File: src/rtl/sorted_frame_uart_tx_pkg.sv
// Shared types and constants for the sorted-frame UART console dump.
// Holds the sequencer state enum, the per-byte transmitter phase and ASCII helpers.
package sorted_frame_pkg;

    typedef enum logic [2:0] {
        IDLE,
        LOAD,
        START_BIT,
        DATA_BITS,
        STOP_BIT,
        DONE
    } state_t;

    typedef enum logic [1:0] {
        PH_IDLE,
        PH_START,
        PH_DATA,
        PH_STOP
    } tx_phase_t;

    localparam logic [7:0] SPACE = 8'h20;
    localparam logic [7:0] CR    = 8'h0D;
    localparam logic [7:0] LF    = 8'h0A;

    // Uppercase hex digit: 0-9 -> 0x30-0x39, A-F -> 0x41-0x46.
    function automatic logic [7:0] hex_to_ascii(input logic [3:0] nib);
        return (nib < 4'd10) ? (8'h30 + {4'h0, nib}) : (8'h37 + {4'h0, nib});
    endfunction

endpackage

File: src/rtl/sorted_frame_uart_tx_if.sv
// Bundle of the sorter stream input, the start request and the UART/status outputs.
// state exposes the sequencer FSM so checkers can follow frame progress.
interface sorted_frame_uart_tx_if
    import sorted_frame_pkg::*;
#(
    parameter int ROW_W = 4
);
    logic [7:0]       data;
    logic [ROW_W-1:0] row;
    logic             start;
    logic             tx;
    logic             busy;
    logic             done;
    logic             sorted_ok;
    state_t           state;

    // start is a level request rather than a valid/ready pair: it is sampled every
    // IDLE cycle and taken only once a full frame is captured; busy is the not-ready
    // indication, and any request seen while busy or before a full frame is dropped.
    modport master (
        output data, row, start,
        input  tx, busy, done, sorted_ok, state
    );

    modport slave (
        input  data, row, start,
        output tx, busy, done, sorted_ok, state
    );
endinterface

File: src/rtl/sorted_frame_uart_tx_uart_tx_byte.sv
// 8N1 transmitter for one byte: start bit, 8 data bits LSB first, stop bit.
// byte_done is high in the last cycle of the stop bit so the caller can chain bytes.
module uart_tx_byte
    import sorted_frame_pkg::*;
#(
    parameter int CLKS_PER_BIT = 868
) (
    input  logic       clk,
    input  logic       rst,
    input  logic [7:0] byte_in,
    input  logic       load,
    output logic       tx,
    output logic       byte_done
);
    localparam int BW = $clog2(CLKS_PER_BIT);
    localparam logic [BW-1:0] BAUD_MAX = BW'(CLKS_PER_BIT - 1);

    tx_phase_t     r_phase;
    logic [BW-1:0] r_baud;
    logic [2:0]    r_bit;
    logic [7:0]    r_shift;
    logic          r_tx;
    logic          w_bit_end;

    assign w_bit_end = (r_baud == BAUD_MAX);
    assign byte_done = (r_phase == PH_STOP) && w_bit_end;
    assign tx        = r_tx;

    always_ff @(posedge clk) begin
        if (rst) begin
            r_phase <= PH_IDLE;
            r_baud  <= '0;
            r_bit   <= '0;
            r_shift <= '0;
            r_tx    <= 1'b1;
        end else if (load) begin
            r_shift <= byte_in;
            r_tx    <= 1'b0;
            r_phase <= PH_START;
            r_baud  <= '0;
            r_bit   <= '0;
        end else if (r_phase != PH_IDLE) begin
            if (w_bit_end) begin
                r_baud <= '0;
                case (r_phase)
                    PH_START: begin
                        r_tx    <= r_shift[0];
                        r_shift <= r_shift >> 1;
                        r_phase <= PH_DATA;
                    end
                    PH_DATA: begin
                        if (r_bit == 3'd7) begin
                            r_tx    <= 1'b1;
                            r_phase <= PH_STOP;
                        end else begin
                            r_tx    <= r_shift[0];
                            r_shift <= r_shift >> 1;
                            r_bit   <= r_bit + 3'd1;
                        end
                    end
                    default: r_phase <= PH_IDLE;
                endcase
            end else begin
                r_baud <= r_baud + 1'b1;
            end
        end
    end
endmodule

File: src/rtl/sorted_frame_uart_tx.sv
// Captures one frame from the sorter stream, checks it is non-decreasing and dumps it
// over UART as uppercase hex ("XX " per entry, then CR LF).
module sorted_frame_uart_tx
    import sorted_frame_pkg::*;
#(
    parameter int SIZE         = 15,
    parameter int ROW_W        = 4,
    parameter int CLKS_PER_BIT = 868
) (
    input  logic                  clk,
    input  logic                  rst,
    sorted_frame_uart_tx_if.slave bus
);
    localparam int NBYTES = 3 * SIZE + 2;
    localparam int IDX_W  = $clog2(NBYTES);
    localparam int ENT_W  = (SIZE > 1) ? $clog2(SIZE) : 1;
    localparam int CNT_W  = $clog2(8 * CLKS_PER_BIT);

    localparam logic [IDX_W-1:0] IDX_CR   = IDX_W'(3 * SIZE);
    localparam logic [IDX_W-1:0] IDX_LAST = IDX_W'(NBYTES - 1);
    localparam logic [ENT_W-1:0] ENT_LAST = ENT_W'(SIZE - 1);
    localparam logic [CNT_W-1:0] CNT_START_END = CNT_W'(CLKS_PER_BIT - 1);
    localparam logic [CNT_W-1:0] CNT_DATA_END  = CNT_W'(8 * CLKS_PER_BIT - 1);
    localparam logic [ROW_W:0]   ROW_LIMIT     = (ROW_W + 1)'(SIZE);

    logic [7:0]       r_buf [SIZE];
    logic [SIZE-1:0]  r_seen;
    state_t           r_state;
    logic [IDX_W-1:0] r_byte_idx;
    logic [ENT_W-1:0] r_entry;
    logic [1:0]       r_digit;
    logic [CNT_W-1:0] r_cnt;
    logic             r_busy;
    logic             r_done;
    logic             r_sorted_ok;

    logic             w_row_ok;
    logic             w_frame_valid;
    logic             w_sorted;
    logic [7:0]       w_byte;
    logic             w_load;
    logic             w_tx;
    logic             w_byte_done;

    assign w_row_ok      = ({1'b0, bus.row} < ROW_LIMIT);
    assign w_frame_valid = &r_seen;
    assign w_load        = (r_state == LOAD);

    // Buffer writes only happen in IDLE, so the frame is frozen for the whole transmission.
    always_ff @(posedge clk) begin
        if (r_state == IDLE && w_row_ok) begin
            r_buf[bus.row] <= bus.data;
        end
    end

    always_comb begin
        w_sorted = 1'b1;
        for (int k = 0; k < SIZE - 1; k++) begin
            if (r_buf[k] > r_buf[k+1]) begin
                w_sorted = 1'b0;
            end
        end
    end

    always_comb begin
        w_byte = SPACE;
        if (r_byte_idx == IDX_CR) begin
            w_byte = CR;
        end else if (r_byte_idx == IDX_LAST) begin
            w_byte = LF;
        end else begin
            case (r_digit)
                2'd0:    w_byte = hex_to_ascii(r_buf[r_entry][7:4]);
                2'd1:    w_byte = hex_to_ascii(r_buf[r_entry][3:0]);
                default: w_byte = SPACE;
            endcase
        end
    end

    always_ff @(posedge clk) begin
        if (rst) begin
            r_state     <= IDLE;
            r_seen      <= '0;
            r_byte_idx  <= '0;
            r_entry     <= '0;
            r_digit     <= '0;
            r_cnt       <= '0;
            r_busy      <= 1'b0;
            r_done      <= 1'b0;
            r_sorted_ok <= 1'b0;
        end else begin
            case (r_state)
                IDLE: begin
                    if (w_row_ok) begin
                        r_seen[bus.row] <= 1'b1;
                    end
                    if (bus.start && w_frame_valid) begin
                        r_state    <= LOAD;
                        r_busy     <= 1'b1;
                        r_byte_idx <= '0;
                        r_entry    <= '0;
                        r_digit    <= '0;
                    end
                end
                LOAD: begin
                    r_state <= START_BIT;
                    r_cnt   <= '0;
                end
                START_BIT: begin
                    if (r_cnt == CNT_START_END) begin
                        r_state <= DATA_BITS;
                        r_cnt   <= '0;
                    end else begin
                        r_cnt <= r_cnt + 1'b1;
                    end
                end
                DATA_BITS: begin
                    if (r_cnt == CNT_DATA_END) begin
                        r_state <= STOP_BIT;
                        r_cnt   <= '0;
                    end else begin
                        r_cnt <= r_cnt + 1'b1;
                    end
                end
                STOP_BIT: begin
                    if (w_byte_done) begin
                        if (r_byte_idx == IDX_LAST) begin
                            r_state     <= DONE;
                            r_busy      <= 1'b0;
                            r_done      <= 1'b1;
                            r_sorted_ok <= w_sorted;
                        end else begin
                            r_state    <= LOAD;
                            r_byte_idx <= r_byte_idx + 1'b1;
                            if (r_digit == 2'd2) begin
                                r_digit <= 2'd0;
                                // Entry index parks on the last entry while CR/LF go out.
                                if (r_entry != ENT_LAST) begin
                                    r_entry <= r_entry + 1'b1;
                                end
                            end else begin
                                r_digit <= r_digit + 2'd1;
                            end
                        end
                    end
                end
                DONE: begin
                    r_state <= IDLE;
                    r_done  <= 1'b0;
                    r_seen  <= '0;
                end
                default: r_state <= IDLE;
            endcase
        end
    end

    uart_tx_byte #(
        .CLKS_PER_BIT(CLKS_PER_BIT)
    ) u_tx (
        .clk      (clk),
        .rst      (rst),
        .byte_in  (w_byte),
        .load     (w_load),
        .tx       (w_tx),
        .byte_done(w_byte_done)
    );

    assign bus.tx        = w_tx;
    assign bus.busy      = r_busy;
    assign bus.done      = r_done;
    assign bus.sorted_ok = r_sorted_ok;
    assign bus.state     = r_state;
endmodule

File: src/flat_wrapper.sv
// flat-port wrapper written by rule: the top's interface ports become plain ports
module sorted_frame_uart_tx_flat import sorted_frame_pkg::*;
#(
    parameter int SIZE         = 15,
    parameter int ROW_W        = 4,
    parameter int CLKS_PER_BIT = 868
)
  (clk, rst, bus_data, bus_row, bus_start, bus_tx, bus_busy, bus_done, bus_sorted_ok, bus_state);
  sorted_frame_uart_tx_if #(.ROW_W(ROW_W)) bus_i ();
  input  logic clk;
  input  logic rst;
  input wire logic [$bits(bus_i.data)-1:0] bus_data;
  input wire logic [$bits(bus_i.row)-1:0] bus_row;
  input wire logic [$bits(bus_i.start)-1:0] bus_start;
  output wire logic [$bits(bus_i.tx)-1:0] bus_tx;
  output wire logic [$bits(bus_i.busy)-1:0] bus_busy;
  output wire logic [$bits(bus_i.done)-1:0] bus_done;
  output wire logic [$bits(bus_i.sorted_ok)-1:0] bus_sorted_ok;
  output wire logic [$bits(bus_i.state)-1:0] bus_state;
  assign bus_i.data = bus_data;
  assign bus_i.row = bus_row;
  assign bus_i.start = bus_start;
  assign bus_tx = bus_i.tx;
  assign bus_busy = bus_i.busy;
  assign bus_done = bus_i.done;
  assign bus_sorted_ok = bus_i.sorted_ok;
  assign bus_state = bus_i.state;
  sorted_frame_uart_tx #(.SIZE(SIZE), .ROW_W(ROW_W), .CLKS_PER_BIT(CLKS_PER_BIT)) u_core (.clk(clk), .rst(rst), .bus(bus_i));
endmodule
File: config.mk
export PLATFORM = sky130hd
export DESIGN_NAME = sorted_frame_uart_tx_flat
export DESIGN_NICKNAME = d
export VERILOG_FILES = /design/src/rtl/sorted_frame_uart_tx_pkg.sv /design/src/rtl/sorted_frame_uart_tx_if.sv /design/src/rtl/sorted_frame_uart_tx_uart_tx_byte.sv /design/src/rtl/sorted_frame_uart_tx.sv /design/src/flat_wrapper.sv
export SDC_FILE = /design/constraint.sdc
export NUM_CORES = 1
export LEC_CHECK = 0
export BUFFER_PORTS_ARGS = -buffer_cell sky130_fd_sc_hd__buf_2
export CORE_ASPECT_RATIO = 1.2
export CORE_MARGIN = 5
export CORE_UTILIZATION = 25
export CTS_CLUSTER_DIAMETER = 60
export DETAILED_ROUTE_END_ITERATION = 7
export PLACE_DENSITY = 0.37
export SETUP_SLACK_MARGIN = 0.1
export SLEW_MARGIN = 20
export SYNTH_ARGS = -nofsm -noshare
export SYNTH_HDL_FRONTEND = slang
export SYNTH_SLANG_ARGS = --single-unit
File: constraint.sdc
create_clock -name clk -period 2.95 [get_ports clk]
set_clock_uncertainty 0.15 [all_clocks]
set_input_delay 0.59 -clock clk [delete_from_list [all_inputs] [get_ports clk]]
set_output_delay 0.59 -clock clk [all_outputs]
set_load 0.005 [all_outputs]
* Yosys cells after proc, flatten, opt, wreduce, memory -nomap -nowiden
Memories as Yosys holds them, arrays and structs flattened. A register that Yosys moved wholly into a read port is not among the register bits.
Index checks and enable logic that the tools add are counted.
** Storage, ports and cells
- Bits in writable memories :: 120
- Memories kept :: 1
- Flip-flop bits (word level) :: 70
- Input port bits :: 15
** Memory list
- u_core.r_buf :: words 15, width 8, read ports 16, clocked after Yosys merged registers in 1, write ports 1, line sorted_frame_uart_tx.sv:26 : logic [7:0] r_buf [SIZE];
** Cells by class
- Multiplexer cells :: 74
- Add/subtract/negate cells :: 10
- Bitwise operators :: 2
- Eq/ne operators :: 29
- Reduce and logical (&&, ||, !) cells :: 28
- $lt $le $gt $ge :: 19
** Operators with widths (count)
- $gt 8x8->1 :: 14
- $mux 8 :: 8
- $pmux 13 s3 :: 1
- $pmux 8 s2 :: 2
- $pmux 15 s2 :: 1
- $mux 1 :: 29
- $add 6x4->7 const A :: 4
- $mux 4 :: 7
- $mux 13 :: 2
- $reduce_and 4->1 :: 5
- $mux 6 :: 3
- $mux 15 :: 1
- $mux 3 :: 5
- $or 15x15->15 :: 1
- $pmux 3 s5 :: 1
- $reduce_and 15->1 :: 1
- $reduce_and 3->1 :: 5
- $add 13x1->13 const B :: 1
- $eq 13x10->1 const B :: 1
- $eq 13x13->1 const B :: 1
- $eq 6x6->1 const B :: 2
- $lt 4x4->1 const B :: 3
- $ne 2x1->1 const B :: 6
- $pmux 6 s2 :: 1
- 31 further kinds :: 57

* Longest topological paths before layout
An unclocked memory read counts as a cell.
- Word-level depth :: 16
- Gate-level depth with buffers :: 13

* Cells and area by module
From an unflattened synthesis, not the netlist that was laid out.
** Unflattened totals
- Cells, all modules :: 1015
- Area, all modules :: 11494.8 um^2
** Modules (own cells, without submodules)
- sorted_frame_uart_tx :: cells each 877, instances 1, seq. area each 4844.6 um^2, area an instance 10253.6 um^2
- uart_tx_byte :: cells each 138, instances 1, seq. area each 480.5 um^2, area an instance 1241.2 um^2

* Worst setup path after synthesis
OpenSTA, ideal clock, no wires.
- Path kind :: reg2reg
- From :: register (tool-made name)
- To :: register u_core.u_tx.r_shift[2]
- Data required time :: 2.699 ns
- Path slack :: 0.317 ns
- Clock period less this slack :: 2.633 ns
- Stages on the path, launching flop included :: 12
- Data arrival time :: 2.382 ns
- Cells stage by stage :: dfxtp_1 > buf_6 > buf_6 > mux4_2 > mux4_2 > inv_1 > ha_1 > nand2_1 > mux2i_1 > o21ai_0 > a31oi_1 > o41ai_1
** RTL lines
- end signal, assigned :: line sorted_frame_uart_tx_uart_tx_byte.sv:37 : r_shift <= byte_in;
- end signal, assigned :: line sorted_frame_uart_tx_uart_tx_byte.sv:48 : r_shift <= r_shift >> 1;
- end signal, assigned :: line sorted_frame_uart_tx_uart_tx_byte.sv:57 : r_shift <= r_shift >> 1;
- end, declared :: line sorted_frame_uart_tx_uart_tx_byte.sv:21 : logic [7:0] r_shift;

==> flow_summary.toml <==
[logic_synthesis]
yosysSeqAreaShare_pct = 46.9
synth-seq-cells = 201
ys.flop_type = "edfxtp_1"
synth.avg_cell_area_um2 = 11.1
synth_area_leaders = "edfxtp_1 (34%), ha_1 (14%), dfxtp_1 (13%)"
synth_cell_types = 65
async_flop_share_pct = 0
synth-edff-count = 128
ys_warn_count = 0
yosysTopAreaCell = "edfxtp_1"
netlist_instances = 1023
synth_area_mm2 = 0.0113
netlist.area_leader.share_pct = 34.0

[critical_path]
critPathArrivalTime_ns = 3.04
cp_num_buf_inv = 1
cp_slowest_cell = "mux4_2"
cp-start-kind = "flop"
crit_family = "compound AO/OA/AOI/OAI gates"
crit_chain = "bufbuf_16 > mux4_2 > nand2_1 > nand4_1 > o21ai_1 > xnor2_1 > nand3_1 > a311o_1 > a21oi_1"
critical-path-max-stage-delay_ns = 0.56
end_kind = "flop"
crit_cells = 9
cp_max_fo = 12
required_ns = 3.27
r2r_cells = 9
crit_type = "reg -> reg"

[flow_run]
drv_cap = 0

[drt]
detail_route.vias_per_cell = 4.54
wl_per_cell_um = 19.3
drc = 0
drtIter0Drc = 394
num_vias = 7918
dr.pass1.iters = 4
antenna_left = 0
wl_um = 33700

[global_route]
antenna_found_initial = 1
grt_pass1_wl_um = 51300
grt.total_usage_pct = 13.6
grt_max_degree = 29
grt_pass1_vias = 8134
grt_overflow_total = 0

[cts]
cts_num_sinks = 201
postCtsHoldBufs = 0
cts_tree = "yes"
cts_max_level = 1
clk_latency_ns = 0.55
clk_pin_slew_ns = 0.06
cts-root-buf = "clkbuf_16"
cts_max_path_buffers = 3
cts_made_buffers = 28

[die]
die_h_um = 243
num_rows = 85
die_area_mm2 = 0.0496
placeableCoreArea_mm2 = 0.0449
io_pins = 22
initial_utilization_pct = 25.2
die_x_um = 204

[hold_path]
hp-class = "in -> reg"
holdPathStages = 2

[sta]
setup_violations = 0
finalHoldViolations = 0
final_max_slew_viol_count = 0
tightest_slew_ns = 0.503
min_period_ns = 2.72
finalCritPeriodShare_pct = 92.1
max_freq_ghz = 0.368
maxSlewHeadroom_pct = 66.5
rsz0062_at_grt = "true"
finalSetupTns_ns = 0
whs_ns = 0.296

[finish]
fin_util_pct = 30.2
drive_gt1_share_pct = 15.5
multi_input_area_mm2 = 0.00536
final_cell_area_mm2 = 0.0135
register_area_mm2 = 0.00531
n_fill_cell = 4702
area_delta_synth_final_pct = 19.6
num-nets-final = 1256

[placement]
hpwl_um = 25200
gp_congestion = 0.805
placed_cell_area_mm2 = 0.0124
numPortBuffers = 21

[power]
powerDensity_mw_per_mm2 = 530
finalPower_w = 0.00717
ir_drop_v = 0.000427
p_leak_nw = 5.56

[run_status]
outcome = "completed"
[cell families after synthesis]
family | Yosys count | share of synthesized area, %
adders and majority gates | 128 | 14.1
muxes | 42 | 7.98
AOI/OAI and AO/OA | 192 | 10.7
DFF | 201 | 46.9
and+or+nand+nor | 279 | 12.6
other | 1 | 0.0331
xor gates and xnor gates | 20 | 1.55
buffers and inverters | 160 | 6.18
[sequential cells by signal, indices dropped and copies added, names as in the netlist, named ones only]
register / flops
u_core.r_entry: 4
u_core.bus.state: 3
u_core.u_tx.r_bit: 3
u_core.r_seen: 15
u_core.bus.busy: 1
u_core.bus.done: 1
u_core.bus.sorted_ok: 1
u_core.r_digit: 2
u_core.r_cnt: 13
u_core.u_tx.r_phase: 2
u_core.u_tx.r_shift: 7
u_core.r_byte_idx: 6
u_core.u_tx.r_baud: 10
u_core.r_buf: 128
u_core.u_tx.tx: 1
[repair_timing]
item | 4_1_cts | 5_1_grt
endpoints found under the setup margin | 2 | 7
buffers inserted | 0 | 6
gates cloned | 1 | 0
resized for setup | 1 | 15
pin swaps | 0 | 3
[final timing paths]
kind	from	end	slack, ns
worst max-delay path	flop	u_core.u_tx.r_shift[0]	0.23
worst min-delay path	rst	u_core.u_tx.r_shift[6]	0.30
worst max register to register	flop	u_core.u_tx.r_shift[0]	0.23
worst min register to register	u_core.u_tx.r_shift[3]	u_core.u_tx.r_shift[3]	0.31
[synth_stat cells, types with 2 or more instances]
cell type / number
or3_1: 6
edfxtp_1: 128
nor2b_1: 19
a211oi_1: 8
o211ai_1: 4
buf_6: 4
a21o_1: 27
inv_1: 135
nor3_1: 13
mux2i_1: 7
nand4_1: 18
nor4_1: 7
nand2_1: 48
clkbuf_8: 6
nand2b_1: 7
and3_1: 8
a221oi_1: 3
dfxtp_1: 73
ha_1: 128
nor2_1: 79
a22oi_1: 5
xnor2_1: 9
or2_2: 6
buf_2: 3
o21a_1: 16
nand3_1: 41
o22ai_1: 6
a211o_1: 2
a31oi_1: 10
nand3_2: 3
mux4_2: 23
nor3b_1: 6
o21bai_1: 7
o21ai_0: 31
clkbuf_1: 9
a21oi_1: 62
nand3b_1: 7
xor2_1: 11
mux4_1: 12
[power by group]
group          leakage (nW)  internal, W  total (W)  switching (W)
clock network         0.488      0.00231    0.00362        0.00132
logic                  3.31     0.000157   0.000428       0.000271
registers              1.76      0.00306    0.00312      0.0000550
total                  5.56      0.00553    0.00717        0.00164
[through the flow]
stage | setup WS, ns | instances
after floorplan | 0.317 | 1030
after global placement | 0.154 | 1685
after detailed placement | 0.0992 | 1685
after CTS | 0.103 | 1738
after global routing | 0.0869 | 1744
final | 0.234 | 1745
[worst register-to-register path, cell delays in order, from the launching register on]
cell and delay [ns]:
dfxtp_4 0.38, bufbuf_16 0.31, mux4_2 0.57, nand2_1 0.10, nand4_1 0.16, o21ai_1 0.21, xnor2_1 0.14, nand3_1 0.11
a311o_1 0.37, a21oi_1 0.13
[cells in the final DEF (no fill, tap or decap), types with 7 or more instances in the layout]
| cell | synthesis | layout |
|---|---|---|
| a211oi_1 | 8 | 8 |
| mux4_1 | 12 | 8 |
| o21a_1 | 16 | 16 |
| buf_4 | 1 | 53 |
| o21ai_0 | 31 | 29 |
| conb_1 | 1 | 8 |
| xor2_1 | 11 | 11 |
| edfxtp_1 | 128 | 128 |
| mux2i_1 | 7 | 7 |
| a31oi_1 | 10 | 9 |
| dfxtp_1 | 73 | 71 |
| a21oi_1 | 62 | 62 |
| nand3_1 | 41 | 41 |
| o21bai_1 | 7 | 7 |
| nand3b_1 | 7 | 7 |
| clkbuf_16 | 0 | 29 |
| and3_1 | 8 | 8 |
| nor2_1 | 79 | 78 |
| buf_2 | 3 | 21 |
| mux4_2 | 23 | 27 |
| ha_1 | 128 | 128 |
| a21o_1 | 27 | 27 |
| inv_1 | 135 | 134 |
| nand4_1 | 18 | 18 |
| nor3_1 | 13 | 13 |
| nor2b_1 | 19 | 19 |
| xnor2_1 | 9 | 9 |
| nand2b_1 | 7 | 7 |
| nand2_1 | 48 | 48 |
[metal layers]
layer	track usage (%)	part of all wire, %	up-vias
met4	3.59	2.3	0
li1	-	-	3904
met2	24.1	51	127
met1	17.2	44	3848
met5	0	0	-
met3	1.79	3.4	39
[final cells by class]
class                      count  area share (%)
inverter                     135            3.74
tap                          609            5.63
antenna                        1          0.0185
timing repair buffer          78            4.33
clock buffer                  34            5.72
multi-input combinational    669            39.6
sequential                   201            39.2
clock inverter                18            1.73
Note: power is estimated with default switching activity, not from simulation.
